--- config.mk ---
export PLATFORM = sky130hd
export DESIGN_NAME = rv32i_instr_encoder
export DESIGN_NICKNAME = d
export VERILOG_FILES = /design/src/rtl/rv32i_enc_pkg.sv /design/src/rtl/rv32i_instr_encode.sv /design/src/rtl/rv32i_instr_encoder.sv
export SDC_FILE = /design/constraint.sdc
export NUM_CORES = 1
export LEC_CHECK = 0
export CAP_MARGIN = 25
export CORE_MARGIN = 2
export CORE_UTILIZATION = 45
export DETAILED_ROUTE_END_ITERATION = 6
export PLACE_DENSITY = 0.72
export SYNTH_ARGS = -nofsm -noshare
export SYNTH_HDL_FRONTEND = slang
export SYNTH_SLANG_ARGS = --single-unit
--- constraint.sdc ---
create_clock -name clk -period 6.87 [get_ports clk]
set_input_delay 1.0305 -clock clk [delete_from_list [all_inputs] [get_ports clk]]
set_output_delay 1.0305 -clock clk [all_outputs]
set_load 0.01 [all_outputs]
--- src/rtl/rv32i_enc_pkg.sv ---
`default_nettype none
// ============================================================================
// Module      : rv32i_enc_pkg
// Description : Shared definitions for the RV32I instruction encoder:
//               base opcodes, op-class codes carried on op_class, and the
//               load-session FSM state encoding.
// Revision    : 1.0 - initial release
// ============================================================================
package rv32i_enc_pkg;

    // RV32I base opcodes (instr[6:0])
    localparam logic [6:0] OPC_R      = 7'b0110011;
    localparam logic [6:0] OPC_IALU   = 7'b0010011;
    localparam logic [6:0] OPC_LOAD   = 7'b0000011;
    localparam logic [6:0] OPC_STORE  = 7'b0100011;
    localparam logic [6:0] OPC_BRANCH = 7'b1100011;
    localparam logic [6:0] OPC_JAL    = 7'b1101111;
    localparam logic [6:0] OPC_JALR   = 7'b1100111;
    localparam logic [6:0] OPC_LUI    = 7'b0110111;
    localparam logic [6:0] OPC_AUIPC  = 7'b0010111;

    // Operation classes presented on op_class; codes above 8 are illegal
    typedef enum logic [3:0] {
        CLS_R      = 4'd0,
        CLS_IALU   = 4'd1,
        CLS_LOAD   = 4'd2,
        CLS_STORE  = 4'd3,
        CLS_BRANCH = 4'd4,
        CLS_JAL    = 4'd5,
        CLS_JALR   = 4'd6,
        CLS_LUI    = 4'd7,
        CLS_AUIPC  = 4'd8
    } op_class_e;

    // Load-session FSM state
    typedef logic [1:0] state_t;
    localparam state_t ST_IDLE = 2'd0;
    localparam state_t ST_LOAD = 2'd1;
    localparam state_t ST_DONE = 2'd2;

endpackage
`default_nettype wire

--- src/rtl/rv32i_instr_encode.sv ---
`default_nettype none
// ============================================================================
// Module      : rv32i_instr_encode
// Description : Purely combinational encoder from decoded fields to a
//               32-bit RV32I machine word plus an illegal-bundle flag.
// Ports       : i_op_class/i_fun3/i_fun7/i_rd/i_rs1/i_rs2/i_imm - fields
//               o_word    - encoded instruction word
//               o_illegal - bundle cannot be encoded and must be dropped
// Revision    : 1.0 - initial release
// ============================================================================
module rv32i_instr_encode
    import rv32i_enc_pkg::*;
(
    input  logic [3:0]  i_op_class,
    input  logic [2:0]  i_fun3,
    input  logic        i_fun7,
    input  logic [4:0]  i_rd,
    input  logic [4:0]  i_rs1,
    input  logic [4:0]  i_rs2,
    input  logic [31:0] i_imm,
    output logic [31:0] o_word,
    output logic        o_illegal
);

    logic w_shift;

    always_comb begin
        w_shift   = (i_fun3 == 3'b001) || (i_fun3 == 3'b101);
        o_word    = 32'd0;
        o_illegal = 1'b0;
        case (i_op_class)
            CLS_R: begin
                o_word    = {1'b0, i_fun7, 5'b00000, i_rs2, i_rs1, i_fun3, i_rd, OPC_R};
                // Only add/sub and srl/sra have a funct7[5] variant
                o_illegal = i_fun7 && (i_fun3 != 3'b000) && (i_fun3 != 3'b101);
            end
            CLS_IALU: begin
                // Shift-immediates carry shamt in imm[4:0] and funct7 above it
                if (w_shift)
                    o_word = {1'b0, i_fun7, 5'b00000, i_imm[4:0], i_rs1, i_fun3, i_rd, OPC_IALU};
                else
                    o_word = {i_imm[11:0], i_rs1, i_fun3, i_rd, OPC_IALU};
                o_illegal = i_fun7 && (i_fun3 != 3'b101);
            end
            CLS_LOAD: begin
                o_word    = {i_imm[11:0], i_rs1, i_fun3, i_rd, OPC_LOAD};
                o_illegal = (i_fun3 == 3'b011) || (i_fun3 == 3'b110) || (i_fun3 == 3'b111);
            end
            CLS_STORE: begin
                o_word    = {i_imm[11:5], i_rs2, i_rs1, i_fun3, i_imm[4:0], OPC_STORE};
                o_illegal = (i_fun3 > 3'b010);
            end
            CLS_BRANCH: begin
                o_word    = {i_imm[12], i_imm[10:5], i_rs2, i_rs1, i_fun3,
                             i_imm[4:1], i_imm[11], OPC_BRANCH};
                o_illegal = (i_fun3 == 3'b010) || (i_fun3 == 3'b011) || i_imm[0];
            end
            CLS_JAL: begin
                o_word    = {i_imm[20], i_imm[10:1], i_imm[11], i_imm[19:12], i_rd, OPC_JAL};
                o_illegal = i_imm[0];
            end
            CLS_JALR: begin
                o_word = {i_imm[11:0], i_rs1, 3'b000, i_rd, OPC_JALR};
            end
            CLS_LUI: begin
                o_word = {i_imm[31:12], i_rd, OPC_LUI};
            end
            CLS_AUIPC: begin
                o_word = {i_imm[31:12], i_rd, OPC_AUIPC};
            end
            default: begin
                o_illegal = 1'b1;
            end
        endcase
    end

endmodule
`default_nettype wire

--- src/rtl/rv32i_instr_encoder.sv ---
`default_nettype none
// ============================================================================
// Module      : rv32i_instr_encoder
// Description : Accepts decoded instruction bundles over valid/ready,
//               encodes them into RV32I words, buffers them in a small FIFO
//               and writes them sequentially into instruction memory.
// Ports       : clk, rst (sync, active-low)
//               start/base_addr/num_instr - begin a load session
//               in_valid/in_ready + field bundle - instruction input
//               imem_we/imem_addr/imem_wdata/imem_ready - imem write port
//               busy/done/err/err_count - session status
// Revision    : 1.0 - initial release
// ============================================================================
module rv32i_instr_encoder
    import rv32i_enc_pkg::*;
#(
    parameter int FIFO_DEPTH = 2,
    parameter int CNT_W      = 16
) (
    input  logic             clk,
    input  logic             rst,
    input  logic             start,
    input  logic [31:0]      base_addr,
    input  logic [CNT_W-1:0] num_instr,
    input  logic             in_valid,
    output logic             in_ready,
    input  logic [3:0]       op_class,
    input  logic [2:0]       fun3,
    input  logic             fun7,
    input  logic [4:0]       rd,
    input  logic [4:0]       rs1,
    input  logic [4:0]       rs2,
    input  logic [31:0]      imm,
    output logic             imem_we,
    output logic [31:0]      imem_addr,
    output logic [31:0]      imem_wdata,
    input  logic             imem_ready,
    output logic             busy,
    output logic             done,
    output logic             err,
    output logic [7:0]       err_count
);

    localparam int                 c_PTR_W = (FIFO_DEPTH > 1) ? $clog2(FIFO_DEPTH) : 1;
    localparam logic [c_PTR_W:0]   c_FULL  = FIFO_DEPTH[c_PTR_W:0];

    state_t             r_state,    w_state_nxt;
    logic [31:0]        r_addr,     w_addr_nxt;
    logic [CNT_W-1:0]   r_num,      w_num_nxt;
    logic [CNT_W-1:0]   r_accepted, w_accepted_nxt;
    logic [CNT_W-1:0]   r_written,  w_written_nxt;
    logic               r_err,      w_err_nxt;
    logic [7:0]         r_err_count, w_err_count_nxt;
    logic [c_PTR_W-1:0] r_wr_ptr,   w_wr_ptr_nxt;
    logic [c_PTR_W-1:0] r_rd_ptr,   w_rd_ptr_nxt;
    logic [c_PTR_W:0]   r_count,    w_count_nxt;
    logic [31:0]        r_fifo [FIFO_DEPTH];

    logic [31:0] w_word;
    logic        w_illegal;
    logic        w_full, w_empty, w_xfer, w_push, w_pop;

    rv32i_instr_encode u_encode (
        .i_op_class (op_class),
        .i_fun3     (fun3),
        .i_fun7     (fun7),
        .i_rd       (rd),
        .i_rs1      (rs1),
        .i_rs2      (rs2),
        .i_imm      (imm),
        .o_word     (w_word),
        .o_illegal  (w_illegal)
    );

    assign w_full   = (r_count == c_FULL);
    assign w_empty  = (r_count == '0);
    assign in_ready = (r_state == ST_LOAD) && !w_full && (r_accepted < r_num);
    assign w_xfer   = in_valid && in_ready;
    // Illegal bundles are consumed but never reach the FIFO
    assign w_push   = w_xfer && !w_illegal;
    assign w_pop    = imem_we && imem_ready;

    assign imem_we    = !w_empty;
    assign imem_addr  = r_addr;
    // Gate the head so a flushed FIFO presents zero rather than stale data
    assign imem_wdata = w_empty ? 32'd0 : r_fifo[r_rd_ptr];
    assign busy       = (r_state == ST_LOAD) || (r_state == ST_DONE);
    assign done       = (r_state == ST_DONE);
    assign err        = r_err;
    assign err_count  = r_err_count;

    always_comb begin
        w_state_nxt     = r_state;
        w_addr_nxt      = r_addr;
        w_num_nxt       = r_num;
        w_accepted_nxt  = r_accepted;
        w_written_nxt   = r_written;
        w_wr_ptr_nxt    = r_wr_ptr;
        w_rd_ptr_nxt    = r_rd_ptr;
        w_count_nxt     = r_count;
        w_err_nxt       = w_xfer && w_illegal;
        w_err_count_nxt = r_err_count;

        if (w_err_nxt && (r_err_count != 8'hFF))
            w_err_count_nxt = r_err_count + 8'd1;

        if (w_push) begin
            w_wr_ptr_nxt   = r_wr_ptr + 1'b1;
            w_accepted_nxt = r_accepted + 1'b1;
        end
        if (w_pop) begin
            w_rd_ptr_nxt  = r_rd_ptr + 1'b1;
            w_addr_nxt    = r_addr + 32'd4;
            w_written_nxt = r_written + 1'b1;
        end
        if (w_push && !w_pop)
            w_count_nxt = r_count + 1'b1;
        else if (!w_push && w_pop)
            w_count_nxt = r_count - 1'b1;

        case (r_state)
            ST_IDLE: begin
                if (start) begin
                    w_addr_nxt     = base_addr;
                    w_num_nxt      = num_instr;
                    w_accepted_nxt = '0;
                    w_written_nxt  = '0;
                    w_state_nxt    = (num_instr == '0) ? ST_DONE : ST_LOAD;
                end
            end
            ST_LOAD: begin
                // Leave as soon as the final write is accepted, so done
                // follows the last write by exactly one cycle
                if (w_pop && (w_written_nxt == r_num))
                    w_state_nxt = ST_DONE;
            end
            ST_DONE: begin
                w_state_nxt = ST_IDLE;
            end
            default: begin
                w_state_nxt = ST_IDLE;
            end
        endcase
    end

    always_ff @(posedge clk) begin
        if (!rst) begin
            r_state     <= ST_IDLE;
            r_addr      <= 32'd0;
            r_num       <= '0;
            r_accepted  <= '0;
            r_written   <= '0;
            r_wr_ptr    <= '0;
            r_rd_ptr    <= '0;
            r_count     <= '0;
            r_err       <= 1'b0;
            r_err_count <= 8'd0;
        end else begin
            r_state     <= w_state_nxt;
            r_addr      <= w_addr_nxt;
            r_num       <= w_num_nxt;
            r_accepted  <= w_accepted_nxt;
            r_written   <= w_written_nxt;
            r_wr_ptr    <= w_wr_ptr_nxt;
            r_rd_ptr    <= w_rd_ptr_nxt;
            r_count     <= w_count_nxt;
            r_err       <= w_err_nxt;
            r_err_count <= w_err_count_nxt;
        end
    end

    // Storage needs no reset: occupancy is tracked by the pointers/count
    always_ff @(posedge clk) begin
        if (w_push)
            r_fifo[r_wr_ptr] <= w_word;
    end

endmodule
`default_nettype wire

==> results of run 1 <==
[synth_stat cells (9+ instances only)]
library cell	number	area, sq um
nand3_1	24	120
dfxtp_1	96	1920
inv_1	44	165
nand2_1	110	413
or3_1	15	93.8
nor3_1	12	60.1
o21ai_0	37	185
ha_1	23	288
a21oi_1	63	315
edfxtp_1	62	1860
xnor2_1	27	236
o31ai_1	9	67.6
nor2_1	102	383
and3_1	21	131
a211oi_1	13	97.6
nor2b_1	11	68.8
mux2i_1	34	340
a22oi_1	9	67.6
clkbuf_1	41	154
xor2_1	26	228
nand4_1	19	119
[cell type report]
cell class	count	share of cell area
Clock buffer	20	0.0403
Clock inverter	12	0.0103
Inverter	45	0.0152
Multi-Input combinational cell	688	0.393
Sequential cell	158	0.342
Tap cell	234	0.0264
Timing Repair Buffer	194	0.173
[state kept, by name, indices dropped and copies added (netlist names), 2 cells and up, named ones only]
name	cells
r_fifo	62
r_num	16
r_accepted	16
err_count	8
r_state	2
imem_addr	32
r_written	16
r_count	2
[cell usage in the layout, fill, tap and decap left out, types with 4 or more instances in the layout]
cell type        count
o21ai_0             37
nand2_1            109
a21oi_1             63
and3_1              21
a22oi_1              9
a211oi_1            13
a311oi_1             6
nor4_1               7
xnor2_1             27
edfxtp_1            62
xor2_1              26
a21o_1               8
or3_1               15
nand2b_1             7
nor3_1              12
buf_4                8
or4_1                8
o31ai_1              9
o22ai_1              8
mux2i_1             34
and2_1               6
o21a_1               5
clkbuf_16           17
nor2b_1             11
dfxtp_1             95
a222oi_1             4
nor2_1             101
o2111ai_1            4
o311ai_0             5
o211ai_1             4
nand3_1             24
inv_1               44
ha_1                23
nand4_1             19
a221oi_1             4
clkdlybuf4s50_1    184
a22o_1               5
[kinds of logic after synthesis]
family | count (synthesis) | synth area share
compound gates | 214 | 0.170
xor+xnor | 54 | 0.0573
fa+ha+maj | 23 | 0.0339
buf+inv | 97 | 0.0436
flops | 158 | 0.445
mux | 34 | 0.0400
simple gates | 363 | 0.210
[report_power, final]
group          leakage (nW)  internal [mW]  switching (mW)
registers              1.35           1.04          0.0999
clock network         0.269          0.512           0.398
logic                  2.26          0.436           0.438
[worst max-delay path, cell delays in order (launching register included)]
cell and delay [ns]:
dfxtp_1 0.37, inv_1 0.12, ha_1 0.32, nand4_1 0.10, o31a_1 0.31, o21ai_1 0.44
a21bo_2 0.51, inv_1 0.11, clkdlybuf4s50_1 0.51
[path summary, 6_finish.rpt]
kind | depth (start not counted) | slack [ns] | startpoint | endpoint
setup / recovery | 8 | 2.61 | r_num[7] | in_ready
setup reg to reg | 11 | 3.52 | r_count[0] | r_state[1]
hold reg to reg | 2 | 0.45 | imem_addr[1] | imem_addr[1]
hold / removal | 2 | 0.45 | imem_addr[1] | imem_addr[1]
[per-layer routing]
metal / global-route usage / wire [um]
met1: 0.296 / 10100
met2: 0.380 / 11100
met3: 0.0445 / 971
met4: 0.0579 / 393
met5: 0 / 0
[per-stage QoR]
step           cells  setup slack (ns)
5_1_grt         1351              2.33
4_1_cts         1350              2.61
3_5_place_dp    1318              2.30
3_3_place_gp    1317              2.35
2_1_floorplan    943              3.05
6_report        1351              2.61
==> results.sh, run 1 <==
export IMPL_outcome="finished, final reports clean"
export IMPL_path_max_fanout=23
export IMPL_cap_violations=0
export IMPL_setup_tns_final_ns=0
export IMPL_antenna_found_initial=0
export IMPL_period_minus_slack_ns=4.26
export IMPL_multi_input_area_sq_mm=0.00435
export IMPL_drtAntennaViolNets=0
export IMPL_leakagePower_nw=3.88
export IMPL_regArea_sq_mm=0.00378
export IMPL_wl_per_cell_um=16.6
export IMPL_grt_pass1_wl_um=35900
export IMPL_ir_drop_v=0.000168
export IMPL_drv_slew=0
export IMPL_ios=185
export IMPL_core_area_sq_mm=0.0186
export IMPL_holdWs_ns=0.455
export IMPL_grt_pass1_vias=6948
export IMPL_syn_avg_cell_area_sq_um=9.01
export IMPL_hold_viol=0
export IMPL_power_density_mw_per_mm2=264
export IMPL_syn_area_sq_mm=0.00850
export IMPL_routabilityCongestion=0.839
export IMPL_period_share=0.620
export IMPL_setup_violations_final=0
export IMPL_initial_core_util=0.456
export IMPL_fin_skew_ns=0.00898
export IMPL_post_cts_buffers=0
export IMPL_die_width_um=141
export IMPL_design_power_total_mw=2.92
export IMPL_drtIter0Drc=400
export IMPL_fmax_mhz=235
export IMPL_path_class="reg2out"
export IMPL_synth_edff_count=62
export IMPL_via_per_inst=5.58
export IMPL_holdBufCountCts=0
export IMPL_critPathCaptureType="output pin"
export IMPL_yosysUniqueCellTypes=74
export IMPL_fp_dieH_um=141
export IMPL_slew_headroom=0.341
export IMPL_ctsLongestPathBuffers=2
export IMPL_crit_arrival_ns=3.23
export IMPL_cts_tree="built"
export IMPL_clk_pin_slew_ns=0.06
export IMPL_drive_gt1_frac=0.0555
export IMPL_fin_util=0.594
export IMPL_route_detailed_drc=0
export IMPL_vias=7544
export IMPL_drt_pass1_iter_count=5
export IMPL_postPlaceCellArea_sq_mm=0.0105
export IMPL_fill_cells=1653
export IMPL_htreeDepth=4
export IMPL_numPortBuffers=184
export IMPL_ys_seq_elements=158
export IMPL_ctsResizeCount=0
export IMPL_design_area_sq_mm=0.0111
export IMPL_yosysWarnings=0
export IMPL_wirelength_um=22500
export IMPL_cts_buffers_inserted=17
export IMPL_synth_nets=1074
export IMPL_rsz0062_at_grt="false"
export IMPL_clk_latency_ns=0.43
export IMPL_root_buffer="clkbuf_16"
export IMPL_gr_usage_all_layers=0.225
export IMPL_hpwlAfterDp_um=16000
export IMPL_core_rowCount=50
export IMPL_critPathRequiredTime_ns=5.84
export IMPL_grt_max_degree=78
export IMPL_worst_slew_pin_slew_ns=0.989
export IMPL_numClockSinks=158
export IMPL_start_kind="flip-flop"
export IMPL_nNetsFinal=1235
export IMPL_yosysSeqAreaShare=0.445
export IMPL_syn_inst=943
export IMPL_dieArea_sq_mm=0.0200
export IMPL_n_antenna_cell=0
export IMPL_async_reset_ff_frac=0
export IMPL_synth_flop_cell="dfxtp_1"
export IMPL_min_path_type="reg2reg"
export IMPL_overflow=0
export IMPL_syn2layout_area_growth_pct=30.4
Note: power is estimated with default switching activity, not from simulation.
==> run 2, diff against run 1 <==
PLACE_DENSITY = 0.75   (was 0.72)
clock period = 3.8 ns   (was 6.87 ns; I/O delays follow)
==> results.sh, run 2 (synthesis gave the netlist of run 1 again) <==
export IMPL_holdBufCountCts=0
export IMPL_drive_gt1_frac=0.0655
export IMPL_wl_per_cell_um=16.6
export IMPL_hpwlAfterDp_um=16400
export IMPL_p_sw_mw=1.64
export IMPL_ctsResizeCount=0
export IMPL_die_width_um=141
export IMPL_mostFrequentLayoutCell="clkdlybuf4s50_1"
export IMPL_fill_cells=1633
export IMPL_outcome="finished, final reports clean"
export IMPL_crit_family="compound AO/OA/AOI/OAI gates"
export IMPL_internal_power_mw=3.79
export IMPL_crit_path_max_incr_delay_ns=0.54
export IMPL_routabilityCongestion=0.864
export IMPL_fp_dieH_um=141
export IMPL_drtIter0Drc=451
export IMPL_root_buffer="clkbuf_16"
export IMPL_htreeDepth=4
export IMPL_period_share=0.928
export IMPL_drv_slew=0
export IMPL_design_area_sq_mm=0.0112
export IMPL_place_ws_ns=0.353
export IMPL_n_antenna_cell=0
export IMPL_pwr_share_comb=0.299
export IMPL_min_path_type="reg2reg"
export IMPL_grt_max_degree=48
export IMPL_slowest_stage="clkdlybuf4s50_1"
export IMPL_start_kind="flip-flop"
export IMPL_gr_usage_all_layers=0.228
export IMPL_slew_headroom=0.359
export IMPL_grt_pass1_vias=7139
export IMPL_regMostFlops="r_fifo"
export IMPL_worst_path_buf_inv=3
export IMPL_dieArea_sq_mm=0.0200
export IMPL_critPathCaptureType="output pin"
export IMPL_postPlaceCellArea_sq_mm=0.0106
export IMPL_setup_tns_final_ns=0
export IMPL_path_cells="inv_1, ha_1, a21o_1, a21o_1, a21oi_1, o31a_1, o21ai_1, a21bo_2, inv_1, clkdlybuf4s50_1"
export IMPL_numPortBuffers=184
export IMPL_largest_reg_flops=62
export IMPL_vias=7675
export IMPL_worst_slew_pin_slew_ns=0.961
export IMPL_core_area_sq_mm=0.0186
export IMPL_setup_slack_ns=0.272
export IMPL_fin_skew_ns=0.0121
export IMPL_route_detailed_drc=0
export IMPL_swShare=0.302
export IMPL_antenna_found_initial=0
export IMPL_cts_tree="built"
export IMPL_period_minus_slack_ns=3.53
export IMPL_clk_pin_slew_ns=0.06
export IMPL_syn2layout_area_growth_pct=32.0
export IMPL_rsz0062_at_grt="false"
export IMPL_setup_violations_final=0
export IMPL_fmax_mhz=283
export IMPL_path_max_fanout=6
export IMPL_post_cts_buffers=0
export IMPL_path_class="reg2out"
export IMPL_drtAntennaViolNets=0
export IMPL_ctsLongestPathBuffers=2
export IMPL_overflow=0
export IMPL_ios=185
export IMPL_nNetsFinal=1247
export IMPL_cts_buffers_inserted=17
export IMPL_leakagePower_nw=3.97
export IMPL_grt_pass1_wl_um=36600
export IMPL_clkPwrFrac=0.328
export IMPL_via_per_inst=5.63
export IMPL_crit_arrival_ns=2.96
export IMPL_power_density_mw_per_mm2=484
export IMPL_final_cell_mix="clkdlybuf4s50_1 (184), nand2_1 (109), nor2_1 (101), dfxtp_1 (95), a21oi_1 (63)"
export IMPL_critPathRequiredTime_ns=3.23
export IMPL_hold_viol=0
export IMPL_core_rowCount=50
export IMPL_cap_violations=0
export IMPL_drt_pass1_iter_count=6
export IMPL_clk_latency_ns=0.42
export IMPL_numClockSinks=158
export IMPL_wirelength_um=22600
export IMPL_ir_drop_v=0.000335
export IMPL_initial_core_util=0.456
export IMPL_p_seq_frac=0.373
==> run 2: cell types whose count changed in the layout (fill, tap and decap cells not counted), sizes merged <==
cell      delta
buf         +13
bufinv       +3
clkinvlp     -3
inv          -2
clkinv       +1
==> run 2: worst paths after layout <==
path	slack, ns	to	cells past startpoint	start
hold / removal	0.46	imem_addr[0]	2	imem_addr[0]
hold reg to reg	0.46	imem_addr[0]	2	imem_addr[0]
setup / recovery	0.27	in_ready	10	r_num[5]
setup reg to reg	0.84	r_state[1]	10	r_written[0]
==> run 2: layout make-up <==
type / count / area (sq um) / share of cell area
timing repair buffer: 206 / 2010 / 0.179
sequential: 158 / 3780 / 0.337
clock inverter: 11 / 164 / 0.0146
clock buffer: 21 / 452 / 0.0403
multi-input combinational: 688 / 4350 / 0.388
inverter: 45 / 169 / 0.0151
tap: 234 / 293 / 0.0261
==> run 2: metrics by stage <==
stage	cells	util	hold WS, ns	total power, mW
after global placement	1331	0.569	0.445	3.67
after floorplan	943	-	0.449	2.87
after detailed placement	1331	0.569	0.453	3.69
final	1363	0.602	0.459	5.43
after CTS	1363	0.602	0.461	5.48
after global routing	1363	0.602	0.508	5.70
==> run 2: power groups by stage <==
stage	combinational, mW	clock, mW	sequential [mW]
floorplan	0.855	0	2.02
global placement	1.61	0	2.06
detailed placement	1.63	0	2.06
CTS	1.64	1.82	2.02
global route	1.77	1.89	2.04
finish	1.62	1.78	2.02
==> run 2: metal layers <==
layer	track usage	up-vias	wire, um
met3	0.0408	42	1130
met1	0.302	3656	9920
li1	-	3765	-
met5	0	-	0
met4	0.0874	0	558
met2	0.372	212	11000
==> run 2: worst min-delay path, stage by stage (launching register included) <==
cell     delay [ns]
dfxtp_1        0.31
nand2_1        0.05
a21oi_1        0.05
